$ cat config.mk
export PLATFORM = sky130hd
export DESIGN_NAME = muldiv_unit
export DESIGN_NICKNAME = d
export VERILOG_FILES = /design/src/rtl/muldiv_unit.sv
export SDC_FILE = /design/constraint.sdc
export NUM_CORES = 2
export LEC_CHECK = 0
export CORE_MARGIN = 1.5
export CORE_UTILIZATION = 45
export CTS_CLUSTER_DIAMETER = 30
export DETAILED_ROUTE_END_ITERATION = 8
export PLACE_DENSITY = 0.61
export SLEW_MARGIN = 5
export SYNTH_ARGS = -nofsm -noshare
export SYNTH_HDL_FRONTEND = slang
export SYNTH_SLANG_ARGS = --single-unit
$ cat constraint.sdc
create_clock -name clk -period 21.7 [get_ports clk]
set_input_delay 5.425 -clock clk [delete_from_list [all_inputs] [get_ports clk]]
set_output_delay 5.425 -clock clk [all_outputs]
set_load 0.01 [all_outputs]
$ cat src/rtl/muldiv_unit.sv
// rtl/muldiv_unit.sv - multi-cycle signed/unsigned multiply and restoring divide with hi/lo result
module muldiv_unit #(
    parameter int WIDTH   = 32,
    parameter int MUL_LAT = 2
) (
    input  logic             clk,
    input  logic             rst,
    input  logic             start,
    input  logic [1:0]       op,
    input  logic [WIDTH-1:0] a,
    input  logic [WIDTH-1:0] b,
    input  logic             cancel,
    output logic             busy,
    output logic             done,
    output logic [WIDTH-1:0] hi,
    output logic [WIDTH-1:0] lo,
    output logic             div_zero
);
    localparam int CW = $clog2(WIDTH) + 1;

    typedef enum logic [1:0] {IDLE, MUL, DIV, DONE} state_t;

    state_t             state;
    logic [CW-1:0]      cnt;
    logic [2*WIDTH-1:0] prod_q;
    logic [WIDTH-1:0]   rem_q;
    logic [WIDTH-1:0]   quot_q;
    logic [WIDTH-1:0]   dvs_q;
    logic               neg_quot;
    logic               neg_rem;

    logic               sgn;
    logic               a_neg;
    logic               b_neg;
    logic [WIDTH-1:0]   a_mag;
    logic [WIDTH-1:0]   b_mag;
    logic [2*WIDTH-1:0] ma;
    logic [2*WIDTH-1:0] mb;
    logic [2*WIDTH-1:0] prod_full;
    logic               can_accept;

    // Operands sign-extended to the product width so one unsigned multiply serves both forms.
    assign sgn        = ~op[0];
    assign a_neg      = sgn & a[WIDTH-1];
    assign b_neg      = sgn & b[WIDTH-1];
    assign a_mag      = a_neg ? -a : a;
    assign b_mag      = b_neg ? -b : b;
    assign ma         = {{WIDTH{a_neg}}, a};
    assign mb         = {{WIDTH{b_neg}}, b};
    assign prod_full  = ma * mb;
    assign can_accept = start && (state == IDLE || state == DONE);

    logic [WIDTH:0]   shifted;
    logic [WIDTH:0]   diff;
    logic             ge;
    logic [WIDTH-1:0] rem_n;
    logic [WIDTH-1:0] quot_n;

    // One restoring step: the dividend shifts out of quot_q as quotient bits shift in.
    assign shifted = {rem_q, quot_q[WIDTH-1]};
    assign diff    = shifted - {1'b0, dvs_q};
    assign ge      = ~diff[WIDTH];
    assign rem_n   = ge ? diff[WIDTH-1:0] : shifted[WIDTH-1:0];
    assign quot_n  = {quot_q[WIDTH-2:0], ge};

    assign busy = (state != IDLE);
    assign done = (state == DONE);

    always_ff @(posedge clk or posedge rst) begin
        if (rst) begin
            state    <= IDLE;
            cnt      <= '0;
            prod_q   <= '0;
            rem_q    <= '0;
            quot_q   <= '0;
            dvs_q    <= '0;
            neg_quot <= 1'b0;
            neg_rem  <= 1'b0;
            hi       <= '0;
            lo       <= '0;
            div_zero <= 1'b0;
        end else if (cancel) begin
            state <= IDLE;
        end else begin
            case (state)
                IDLE, DONE: begin
                    if (can_accept) begin
                        if (op[1]) begin
                            if (b == '0) begin
                                state    <= DONE;
                                hi       <= a;
                                lo       <= '1;
                                div_zero <= 1'b1;
                            end else begin
                                state    <= DIV;
                                cnt      <= CW'(WIDTH);
                                rem_q    <= '0;
                                quot_q   <= a_mag;
                                dvs_q    <= b_mag;
                                neg_quot <= a_neg ^ b_neg;
                                neg_rem  <= a_neg;
                            end
                        end else begin
                            prod_q <= prod_full;
                            if (MUL_LAT == 1) begin
                                state    <= DONE;
                                hi       <= prod_full[2*WIDTH-1:WIDTH];
                                lo       <= prod_full[WIDTH-1:0];
                                div_zero <= 1'b0;
                            end else begin
                                state <= MUL;
                                cnt   <= CW'(MUL_LAT - 1);
                            end
                        end
                    end else begin
                        state <= IDLE;
                    end
                end
                MUL: begin
                    cnt <= cnt - 1'b1;
                    if (cnt == CW'(1)) begin
                        state    <= DONE;
                        hi       <= prod_q[2*WIDTH-1:WIDTH];
                        lo       <= prod_q[WIDTH-1:0];
                        div_zero <= 1'b0;
                    end
                end
                DIV: begin
                    rem_q  <= rem_n;
                    quot_q <= quot_n;
                    cnt    <= cnt - 1'b1;
                    // Last iteration: apply signs to the final step's result directly.
                    if (cnt == CW'(1)) begin
                        state    <= DONE;
                        lo       <= neg_quot ? -quot_n : quot_n;
                        hi       <= neg_rem ? -rem_n : rem_n;
                        div_zero <= 1'b0;
                    end
                end
                default: state <= IDLE;
            endcase
        end
    end
endmodule

==> qor.yml <==
route:
  route.vias.total: 41420
  vias_per_cell: 5.547
  wl_per_cell_um: 21.72
  wirelength_um: 162200
  met3_length_um: 14330
  top_layer: "met5"
  first_iter_violations: 3658
  drtAntennaViolNets: 0
  first_pass_iters: 6
  drc_errors: 0
  wl_met1_um: 71320
  route.met2.wl_um: 72810
cells_and_area:
  finish.utilization_pct: 48.93
  nets: 7348
  drive_gt1_share_pct: 4.463
  fin_area_sq_um: 57010
  syn_to_final_growth_pct: 7.505
timing:
  slew_headroom_pct: 23.13
  tightestPinTransition_ps: 1150
  hold_viol: 0
  final.min_clock_period_ps: 14700
  clock.fmax_mhz: 68.01
  setup_violations: 0
  skew_ps: 12.64
  grt_setup_unrepaired: "false"
  setup-tns-final_ps: 0
  drv_slew: 0
  fin_crit_sh_pct: 67.76
setup_path:
  required_ps: 22110
  reg2reg_from: "quot_q[31]$_DFFE_PP0P_"
  cp-startpoint: "op[0]"
  worstPathMaxFanout: 19
  start_kind: "primary input"
  path_class: "in2reg"
  end_kind: "flop"
  worstPathArrival_ps: 15120
floorplan:
  die_x_um: 346.3
  rows: 125
  core_area_sq_um: 116500
  start_util_pct: 45.51
  dieHeight_um: 346.3
  io_pins: 137
  die_area_sq_um: 119900
synth:
  synth_area_per_cell_sq_um: 8.828
  syn_inst: 6007
  syn_area_sq_um: 53030
  synth.yosys.seq_area_share_pct: 11.09
  ys_types: 85
  ys_seq_elements: 235
  yosysWarnings: 0
  synth-edff-count: 0
  synthArstFlopShare_pct: 100.0
  synth.net_count: 7457
  synthFlopType: "dfrtp_1"
place:
  port_buffers: 136
  place_congestion: 0.9316
  dp.final_hpwl_um: 121900
  place_area_sq_um: 55320
cts:
  clkLatencyLatePin_ps: 560
  cts_root_buf: "clkbuf_16"
  clkSinkCount: 235
  cts-hold-fix-buffers: 0
  cts-resized-gates: 0
  ctsHtreeMaxLevel: 2
  postCtsSetupBuffers: 0
  cts.path.max_buffers: 3
  cts_tree: "yes"
  cts_buffers: 49
  path_clk_slew_ps: 50
global_routing:
  grt_pass1_vias: 43360
  grt_max_degree: 114
  track_usage_pct: 27.66
  antenna_found_initial: 11
  gr-total-overflow: 0
  grt_first_pass_wirelength_um: 256900
run:
  maxCapViolCount: 0
hold_path:
  min-delay-start: "cnt[4]$_DFFE_PP0P_"
  hold_path_class: "reg2reg"
run_status:
  status: "finished clean"
==> worst max-delay path, cell delays in order <==
cell and delay (ps):
clkdlybuf4s50_1 810, nand2b_1 620, nor2_1 190, fa_1 600, fa_1 570, fa_1 700
inv_1 320, fa_1 1110, inv_1 320, fa_1 520, fa_1 540, inv_1 50
fa_1 450, fa_1 490, inv_1 40, ha_1 390, a21oi_1 170, o21ai_0 120
a21o_1 200, a221oi_1 300, nand2_1 170, a21boi_0 310, o21bai_1 130, o31ai_1 300
xnor2_1 160, o21ai_0 80
==> cell usage after synthesis (11+ instances only) <==
| cell | n | area, sq um |
|---|---|---|
| inv_1 | 1139 | 4275 |
| fa_1 | 1126 | 22540 |
| nand2_1 | 983 | 3690 |
| and2_1 | 372 | 2327 |
| clkbuf_1 | 303 | 1137 |
| ha_1 | 254 | 3178 |
| dfrtp_1 | 235 | 5881 |
| nor2_1 | 233 | 874.6 |
| o21ai_0 | 233 | 1166 |
| a21oi_1 | 188 | 940.9 |
| xnor2_1 | 129 | 1130 |
| xor2_1 | 84 | 735.7 |
| o31ai_1 | 61 | 457.9 |
| a21o_1 | 59 | 442.9 |
| nor3_1 | 55 | 275.3 |
| buf_1 | 45 | 168.9 |
| a221oi_1 | 44 | 385.4 |
| nand3_1 | 38 | 190.2 |
| nand2b_1 | 33 | 206.5 |
| buf_2 | 29 | 145.1 |
| mux2i_1 | 27 | 270.3 |
| or3_1 | 23 | 143.9 |
| a31oi_1 | 18 | 112.6 |
| nand4_1 | 18 | 112.6 |
| nor4_1 | 18 | 112.6 |
| a41oi_1 | 17 | 148.9 |
| a211oi_1 | 16 | 120.1 |
| and3_1 | 15 | 93.84 |
| o21ai_1 | 15 | 75.07 |
| mux2_2 | 14 | 157.7 |
| o21a_1 | 14 | 105.1 |
| o41ai_1 | 12 | 105.1 |
| nor2b_1 | 11 | 68.82 |
| or4_1 | 11 | 82.58 |
==> metrics by stage <==
stage                     setup slack [ps]  std cells  hold slack (ps)
after floorplan                       7741       6007            445.2
after global placement                6615       7371            464.8
after detailed placement              6461       7371            473.1
after CTS                             7044       7462            484.3
after global routing                  6559       7466            493.9
final                                 6997       7467            481.5
==> per-layer routing <==
metal	up-vias	GRT usage (%)
li1	18090	-
met1	21400	39.92
met2	1659	43.15
met3	261	5.167
met4	6	6.374
met5	-	0
==> cell usage in the layout, fill, tap and decap left out, types with 59 or more instances in the layout <==
master and instances:
clkdlybuf4s50_1 98, ha_1 251, xor2_1 84, fa_1 1126
and2_1 372, nand2_1 982, buf_4 92, o21ai_0 233
xnor2_1 129, dfrtp_1 235, a21o_1 59, nor2_1 232
a21oi_1 188, inv_1 1138, o31ai_1 61
==> sequential cells by signal (all words and copies together) (netlist names) <==
signal / flops
dvs_q: 32
neg_quot: 1
div_zero: 1
state: 2
rem_q: 32
hi: 32
neg_rem: 1
quot_q: 32
lo: 32
prod_q: 64
cnt: 6
==> path summary, 6_finish.rpt <==
path / end / slack, ps / cells after the start
setup / recovery: prod_q[63]$_DFFE_PP0P_ / 7000 / 26
setup reg to reg: hi[28]$_DFFE_PP0P_ / 14650 / 26
hold reg to reg: cnt[4]$_DFFE_PP0P_ / 480 / 1
hold / removal: cnt[4]$_DFFE_PP0P_ / 480 / 1
min in group asynchronous: cnt[2]$_DFFE_PP0P_ / 5360 / 2
max in group asynchronous: prod_q[37]$_DFFE_PP0P_ / 14870 / 3
==> cell type report <==
cell class / count / area [sq um]
Clock buffer: 55 / 1279
Clock inverter: 36 / 404.1
Sequential cell: 235 / 5881
Multi-Input combinational cell: 4243 / 41380
Tap cell: 1524 / 1907
Inverter: 1141 / 4290
Fill cell: 11140 / 59510
Timing Repair Buffer: 228 / 1862
Antenna cell: 5 / 12.51
==> cells by family (layout without fill, tap and decap cells) <==
family / count (synthesis) / in the layout / share of synthesized area (%)
DFF: 235 / 235 / 11.09
adders and majority gates: 1380 / 1380 / 48.50
and+or+nand+nor: 1849 / 1849 / 16.04
other: 0 / 5 / 0
muxes: 41 / 41 / 0.8069
AOI/OAI and AO/OA: 760 / 760 / 9.057
buffers and inverters: 1529 / 1460 / 10.99
xor gates and xnor gates: 213 / 213 / 3.518
Power is left out: the tool's default activity adds up to more than one toggle a clock period on the data nets, which glitch-free logic cannot reach.
